$ cat config.mk
export PLATFORM = sky130hd
export DESIGN_NAME = updown_counter
export DESIGN_NICKNAME = d
export VERILOG_FILES = /design/src/rtl/updown_counter.sv
export SDC_FILE = /design/constraint.sdc
export NUM_CORES = 1
export LEC_CHECK = 0
export BUFFER_PORTS_ARGS = -buffer_cell sky130_fd_sc_hd__buf_2
export CAP_MARGIN = 10
export CORE_AREA = 2 2 39 41
export DETAILED_ROUTE_END_ITERATION = 7
export DIE_AREA = 0 0 41 43
export PLACE_DENSITY = 0.55
export SLEW_MARGIN = 0
export SYNTH_ARGS = -nofsm -noshare
export SYNTH_HDL_FRONTEND = slang
export SYNTH_SLANG_ARGS = --single-unit
$ cat constraint.sdc
create_clock -name clk -period 4.01 [get_ports clk]
set_clock_uncertainty 0.2 [all_clocks]
set_input_delay 0.2005 -clock clk [delete_from_list [all_inputs] [get_ports clk]]
set_output_delay 0.2005 -clock clk [all_outputs]
set_load 0.01 [all_outputs]
$ cat src/rtl/updown_counter.sv
// Up/down binary counter with synchronous load, wrap-or-saturate boundary
// handling, a registered terminal-count pulse and zero/max decodes.
module updown_counter #(
  parameter int              WIDTH     = 4,
  parameter logic [WIDTH-1:0] RESET_VAL = '0
) (
  input  logic             clk,
  input  logic             reset,
  input  logic             enable,
  input  logic             up_down,
  input  logic             load,
  input  logic [WIDTH-1:0] load_val,
  input  logic             sat_mode,
  output logic [WIDTH-1:0] out,
  output logic             tc,
  output logic             zero,
  output logic             max
);

  localparam logic [WIDTH-1:0] MAX_VAL = '1;

  logic             boundary;
  logic [WIDTH-1:0] step;
  logic [WIDTH-1:0] count_nxt;

  assign zero = (out == '0);
  assign max  = (out == MAX_VAL);

  // Modulo-2^WIDTH step already yields the wrap target (0 or MAX).
  always_comb begin
    boundary  = up_down ? max : zero;
    step      = up_down ? out + 1'b1 : out - 1'b1;
    count_nxt = step;
    if (boundary && sat_mode) count_nxt = out;
  end

  always_ff @(posedge clk) begin
    if (reset) begin
      out <= RESET_VAL;
      tc  <= 1'b0;
    end else if (load) begin
      out <= load_val;
      tc  <= 1'b0;
    end else if (enable) begin
      out <= count_nxt;
      tc  <= boundary;
    end else begin
      tc  <= 1'b0;
    end
  end

endmodule

==> flow_summary.ini, run 1 <==
[clocking]
cts_setup_buffers = 0
cts_resized = 0
cts_buffer_depth = 2
cts_tree = done
clock_latency_ns = 0.24
htree_num_levels = 1
cts_buffers = 3
cts_num_sinks = 5
path_clk_slew_ns = 0.04
clockRootBuffer = clkbuf_4

[worst_hold_path]
min_path_type = input pin to register

[worst_setup_path]
r2r_start = out[0]
crit_type = register to register
ff2ff_path_depth = 4
critPathCaptureType = register
crit_required_ns = 3.94
ff2ff_setup_slack_ns = 2.14
cp_max_fo = 6
cp-endpoint = out[2]
cp.arrival_ns = 1.79
cp-startpoint = out[0]
r2r-end = out[2]
crit_path_start_kind = register

[synthesis]
synth_cell_types = 25
synth_nets = 53
ys_seq_area_share_pct = 26.49
synth_ff_type = dfxtp_1
yosysTopAreaCell = dfxtp_1
syn_inst = 40
synth_commonest_cells = 5 x dfxtp_1, 5 x inv_1, 3 x nand2_1
syn_area_sq_um = 377.9
yosys-top-cells-area = dfxtp_1 26%, o221ai_4 7.0%, ha_1 6.6%
ys_ff_latch = 5
synth.avg_cell_area_sq_um = 9.447
yosys_warnings = 0
postSynth.asyncResetShare_pct = 0
netlist.area_leader.share_pct = 26.49
synth_edf_count = 0

[detailed_routing]
dr.first_iter.drc_count = 6
post_drt_wl_per_cell_microns = 10.21
drt-vias-per-instance = 4.744
antenna_left = 0
post-route-drc-count = 0
drt_first_pass_iters = 4
vias = 370
totalWireLength_microns = 796

[die]
dieHeight_microns = 43
core_sq_um = 1384
dieArea_sq_um = 1763
start_util_pct = 27.31
pin_count = 17
rows = 14
fp.dieW_microns = 41

[power_and_ir_drop]
p_int_mw = 0.1185
leakagePower_nw = 0.2595
pwr-share-comb_pct = 31.0
power.share.switching_pct = 30.17
clock_power_share_pct = 33.5
powerDensity_nw_per_um2 = 323.6
peakVddDrop_v = 0.0001282
power.switching_mw = 0.05118
seqPwrFrac_pct = 35.4
power.total_mw = 0.1696

[placement]
dpl.hpwl_microns = 664.5
place.gp.congestion = 0.7500
numPortBuffers = 16

[timing]
worst_slew_pin_slew_ns = 0.2551
min_period_ns = 1.867
finalMaxSlewViolations = 0
setup_viol = 0
rsz0062_at_grt = false
slew_headroom_pct = 82.99
hold_viol = 0
max_freq_mhz = 535.7
final.period_utilization_pct = 46.55
final.setup.tns_ns = 0

[job]
maxCapViolCount = 0

[final_layout]
antenna_cells = 0
syn_to_final_growth_pct = 38.74
layout.nets = 76
drive_above_1_share_pct = 40.32

[grt]
grt_pass1_vias = 327
grt_first_pass_wirelength_microns = 1269
grt_usage_pct = 10.75
antenna_found_initial = 0
gr-total-overflow = 0
grt_max_degree = 8

[run_status]
status = completed
[critical path: stages (launching register included)]
cell	delay (ns)
dfxtp_1	0.37
or4_4	0.56
o221ai_4	0.23
nor4_1	0.08
a311o_1	0.31
[registers in the layout, summed over array words and instances (netlist names)]
signal and cells:
out 4, tc 1
[cells by family (layout without fill, tap and decap cells)]
family,count (synthesis),in the layout,share of synthesized area (%)
AND/OR/NAND/NOR,12,12,19.21
AO/OA/AOI/OAI,10,10,25.50
multiplexers,1,1,2.649
flip-flops,5,5,26.49
buffers and inverters,5,27,4.967
adder cells (fa/ha/maj),3,3,11.92
XOR/XNOR,4,4,9.273
[stage by stage]
step / instances / hold slack (ns) / instance area [sq um] / setup WS, ns / utilization (%)
after CTS: 78 / 0.02699 / 524.3 / 2.131 / 37.88
after global placement: 72 / 0.2385 / 478.0 / 2.172 / 34.54
after detailed placement: 72 / 0.2413 / 478.0 / 2.143 / 34.54
after floorplan: 40 / 0.06515 / 377.9 / 2.179 / -
after global routing: 78 / 0.03497 / 524.3 / 2.063 / 37.88
final: 78 / 0.03287 / 524.3 / 2.143 / 37.88
[layout make-up]
type | instances | area, sq um
inverters | 5 | 18.77
flip-flops and latches | 5 | 100.1
clock buffers | 4 | 26.28
fillers | 146 | 859.6
multi-input cells | 30 | 259.0
well taps | 16 | 20.02
repair buffers | 18 | 100.1
[worst min-delay path by stage]
stage | startpoint | endpoint | slack (ns) | cells after the start
final | load_val[0] | out[0] | 0.03 | 3
after CTS | load_val[0] | out[0] | 0.03 | 3
after detailed placement | reset | out[1] | 0.24 | 2
after floorplan | reset | out[1] | 0.07 | 1
after global routing | load_val[0] | out[0] | 0.03 | 3
after global placement | reset | out[1] | 0.24 | 2
[power groups by stage]
| stage | clock network [mW] | registers [mW] | logic [mW] |
|---|---|---|---|
| 2_1_floorplan | 0 | 0.0620 | 0.0323 |
| 3_3_place_gp | 0 | 0.0609 | 0.0517 |
| 3_5_place_dp | 0 | 0.0610 | 0.0510 |
| 4_1_cts | 0.0598 | 0.0601 | 0.0531 |
| 5_1_grt | 0.0644 | 0.0611 | 0.0577 |
| 6_report | 0.0569 | 0.0601 | 0.0526 |
[routing by layer]
layer | vias up | share of wire [%] | GRT usage, %
li1 | 192 | - | -
met1 | 170 | 49 | 13.55
met2 | 8 | 47 | 14.69
met3 | 0 | 4.3 | 3.141
met4 | 0 | 0 | 8.000
met5 | - | 0 | 0
[timing repair]
| action | 4_1_cts | 5_1_grt |
|---|---|---|
| hold buffers | 2 | 0 |
| hold endpoints to repair | 3 | 0 |
| setup endpoints to repair | 0 | 0 |
[cell usage in the layout (no fill, tap or decap), types with 2 or more instances in the layout]
master         instances
inv_1                  5
ha_1                   2
nand2_1                3
dfxtp_1                5
a21oi_1                2
xor2_1                 2
nor2_1                 2
xnor2_1                2
clkbuf_4               3
buf_2                 16
dlygate4sd3_1          2
Note: power is estimated with default switching activity, not from simulation.
==> run 2: changes to the inputs <==
Settings changed: PLACE_DENSITY 0.55 to 0.57.
Clock period 4.01 ns to 1.56 ns, I/O delays scaled along.
==> flow_summary.ini, run 2 (synthesized netlist as in run 1, its figures left out) <==
[run_status]
status = finished, violations left
violations = negative setup slack

[worst_setup_path]
crit_type = register to register
cp.arrival_ns = 1.66
critPathCaptureType = register
crit_path_start_kind = register
cp_max_fo = 5
crit_required_ns = 1.48

[timing]
worst_slew_pin_slew_ns = 0.2487
final.period_utilization_pct = 111.5
slew_headroom_pct = 83.42
fin_ws_ns = -0.1788
fin_hold_ws_ns = 0.01081
rsz0062_at_grt = true
final.setup.tns_ns = -0.6983
setup_viol = 5
min_period_ns = 1.739
finalMaxSlewViolations = 0
hold_viol = 0
max_freq_mhz = 575.1

[final_layout]
antenna_cells = 0
layout_commonest_cell = buf_2
layout.nets = 89
syn_to_final_growth_pct = 69.54
drive_above_1_share_pct = 48.00
reg_top3 = out (4), tc (1)
layout_common_cells = 16 x buf_2, 8 x buf_4, 6 x dlygate4sd3_1
fin_util_pct = 46.29
instances_no_fill = 91
fill_cells = 143
largest_register = out
largest_reg_flops = 4

[placement]
place_ws_ns = -0.2330
place.gp.congestion = 0.7732
dpl.hpwl_microns = 776.1
placed_cells = 81
numPortBuffers = 16

[detailed_routing]
totalWireLength_microns = 972
vias = 425
post-route-drc-count = 0
dr.first_iter.drc_count = 10
drt_first_pass_iters = 3
antenna_left = 0
drt-vias-per-instance = 4.670
post_drt_wl_per_cell_microns = 10.68

[grt]
grt_usage_pct = 13.07
grt_pass1_vias = 390
grt_max_degree = 8
antenna_found_initial = 0
grt_first_pass_wirelength_microns = 1538
gr-total-overflow = 0

[die]
pin_count = 17
start_util_pct = 27.31
dieArea_sq_um = 1763
core_sq_um = 1384
dieHeight_microns = 43
rows = 14
fp.dieW_microns = 41

[clocking]
cts_buffers = 3
cts_num_sinks = 5
cts_tree = done
htree_num_levels = 1
cts_setup_buffers = 0
cts_buffer_depth = 2
path_clk_slew_ns = 0.04
clock_latency_ns = 0.24
clockRootBuffer = clkbuf_4

[power_and_ir_drop]
clock_power_share_pct = 31.1
pwr-share-comb_pct = 37.6
p_int_mw = 0.3341
peakVddDrop_v = 0.0003582
seqPwrFrac_pct = 31.3
power.switching_mw = 0.1409
powerDensity_nw_per_um2 = 741.5
power.share.switching_pct = 29.66
leakagePower_nw = 0.3213

[job]
maxCapViolCount = 0

[worst_hold_path]
min_path_type = input pin to register
[run 2: changes by cell type in the layout (fill, tap and decap cells not counted), sizes merged]
cell         change
dlygate4sd3      +4
buf              +9
[run 2: power groups by stage]
| stage | Clock, mW | Combinational [mW] | Sequential (mW) |
|---|---|---|---|
| 2_1_floorplan | 0 | 0.0834 | 0.160 |
| 3_3_place_gp | 0 | 0.167 | 0.151 |
| 3_5_place_dp | 0 | 0.167 | 0.151 |
| 4_1_cts | 0.154 | 0.179 | 0.149 |
| 5_1_grt | 0.167 | 0.199 | 0.150 |
| 6_report | 0.148 | 0.178 | 0.149 |
[run 2: routing by layer]
metal / global-route usage, % / vias up / share of wire, %
met5: 0 / - / 0
met4: 2.000 / 0 / 0
met3: 7.853 / 0 / 6.4
met2: 20.00 / 12 / 48
met1: 15.48 / 192 / 45
li1: - / 221 / -
[run 2: what timing repair did]
item                       CTS  global route
resized for setup            0             1
setup endpoints to repair    5             7
hold buffers                 6             0
hold endpoints to repair     5             0
pin swaps                    5             5
[run 2: layout make-up]
class,count,area [sq um],share of cell area (%)
Multi-Input combinational cell,30,259.0,40.43
Inverter,5,18.77,2.930
Tap cell,16,20.02,3.125
Timing Repair Buffer,31,211.5,33.01
Sequential cell,5,105.1,16.41
Clock buffer,4,26.28,4.102
[run 2: path summary, 6_finish.rpt]
kind	startpoint	end	slack, ns	depth (start not counted)
setup / recovery	out[0]	out[2]	-0.18	4
setup reg to reg	out[0]	out[2]	-0.18	4
hold reg to reg	out[1]	out[1]	0.42	2
hold / removal	reset	tc	0.01	4
[run 2: worst max-delay path, stage by stage (launching register included)]
cell	delay [ns]
dfxtp_4	0.33
or4_4	0.52
o221ai_4	0.22
nor4_1	0.08
a311o_1	0.26
[run 2: through the flow]
step / total power, mW / instance area (sq um)
finish: 0.4750 / 640.6
global route: 0.5152 / 640.6
CTS: 0.4814 / 636.9
detailed placement: 0.3174 / 550.5
global placement: 0.3174 / 550.5
floorplan: 0.2436 / 382.9
==> run 3: changes to the inputs <==
Settings changed: PLACE_DENSITY 0.57 to not set, PLACE_DENSITY_LB_ADDON set to 0.1.
==> flow_summary.ini, run 3 (synthesized netlist as in run 1, its figures left out) <==
[clocking]
clockRootBuffer = clkbuf_4
path_clk_slew_ns = 0.04
clock_latency_ns = 0.24
cts_buffers = 3
cts_tree = done
cts_buffer_depth = 2
htree_num_levels = 1
cts_num_sinks = 5

[timing]
final.period_utilization_pct = 112.1
fin_ws_ns = -0.1893
fin_hold_ws_ns = 0.02228
slew_headroom_pct = 82.47
setup_viol = 5
min_period_ns = 1.749
rsz0062_at_grt = true
finalMaxSlewViolations = 0
max_freq_mhz = 571.7
final.setup.tns_ns = -0.7075
hold_viol = 0
worst_slew_pin_slew_ns = 0.2630

[placement]
place_area_sq_um = 550.5
dpl.hpwl_microns = 786.2
place.gp.congestion = 0.6904
place_ws_ns = -0.2473
numPortBuffers = 16

[die]
pin_count = 17
core_sq_um = 1384
dieArea_sq_um = 1763
fp.dieW_microns = 41
rows = 14
start_util_pct = 27.31
dieHeight_microns = 43

[worst_setup_path]
cp_max_fo = 5
cp.arrival_ns = 1.68
crit_required_ns = 1.49
crit_path_start_kind = register
critPathCaptureType = register
cpMaxStageDelayCell = or4_4
crit_chain = or4_4 > o221ai_4 > nor4_1 > a311o_1
crit_type = register to register
max_stage_delay_ns = 0.54

[detailed_routing]
top_layer_used = met4
totalWireLength_microns = 1023
route.met2.wl_microns = 504
post_drt_wl_per_cell_microns = 11.24
wl_met1_microns = 442
antenna_left = 0
drt-vias-per-instance = 4.824
wl_met3_microns = 71
drt_first_pass_iters = 6
post-route-drc-count = 0
vias = 439
dr.first_iter.drc_count = 5

[power_and_ir_drop]
leakagePower_nw = 0.3235
powerDensity_nw_per_um2 = 749.3
peakVddDrop_v = 0.0002932

[final_layout]
fin_util_pct = 47.02
largest_register = out
syn_to_final_growth_pct = 72.19
reg_top3 = out (4), tc (1)
antenna_cells = 0
fin_area_sq_um = 650.6
drive_above_1_share_pct = 53.33
largest_reg_flops = 4
layout.nets = 89
layout_commonest_cell = buf_2
layout_common_cells = 16 x buf_2, 8 x buf_4, 6 x dlygate4sd3_1
fill_cells = 142

[grt]
grt_usage_pct = 14.69
gr-total-overflow = 0
grt_pass1_vias = 424
antenna_found_initial = 0
grt_first_pass_wirelength_microns = 1745
grt_max_degree = 8

[run_status]
violations = negative setup slack
status = finished, violations left

[worst_hold_path]
min_path_type = input pin to register

[job]
maxCapViolCount = 0
[run 3: cell type report]
cell class                      count  area (sq um)  share of cell area, %
Clock buffer                        4         26.28                  4.038
Inverter                            5         18.77                  2.885
Multi-Input combinational cell     30         266.5                  40.96
Sequential cell                     5         107.6                  16.54
Tap cell                           16         20.02                  3.077
Timing Repair Buffer               31         211.5                  32.50
[run 3: routing by layer]
| metal | track usage [%] | vias to the layer above |
|---|---|---|
| met2 | 21.88 | 21 |
| li1 | - | 220 |
| met1 | 18.77 | 196 |
| met4 | 10.00 | 0 |
| met5 | 0 | - |
| met3 | 1.571 | 2 |
[run 3: worst max-delay path: cells and delay by family, from the launching register on]
family,cells,cell delay (ns)
simple gates,2,0.62
flops,1,0.31
compound gates,2,0.49
[run 3: what timing repair did]
item                                    CTS  global route
buffers inserted                          0             0
pin swaps                                 3             2
hold endpoints to repair                  5             0
endpoints found under the setup margin    6             7
hold buffers                              6             0
gates resized for setup                   2             3
[run 3: per-stage QoR]
stage	cells	power, mW
CTS	91	0.4908
floorplan	40	0.2436
global route	91	0.5295
finish	91	0.4875
global placement	81	0.3226
detailed placement	81	0.3197
[run 3: final timing paths]
path / start / endpoint / slack, ns / cells after the start
max reg2reg: out[3] / out[2] / -0.19 / 4
min: load_val[3] / out[3] / 0.02 / 4
max: out[3] / out[2] / -0.19 / 4
min reg2reg: out[3] / out[3] / 0.48 / 3
[run 3: power breakdown]
| part | internal [mW] | switching (mW) | total (mW) |
|---|---|---|---|
| logic | 0.101 | 0.0862 | 0.187 |
| clock network | 0.0969 | 0.0553 | 0.152 |
| registers | 0.141 | 0.00741 | 0.148 |
| total | 0.339 | 0.149 | 0.487 |
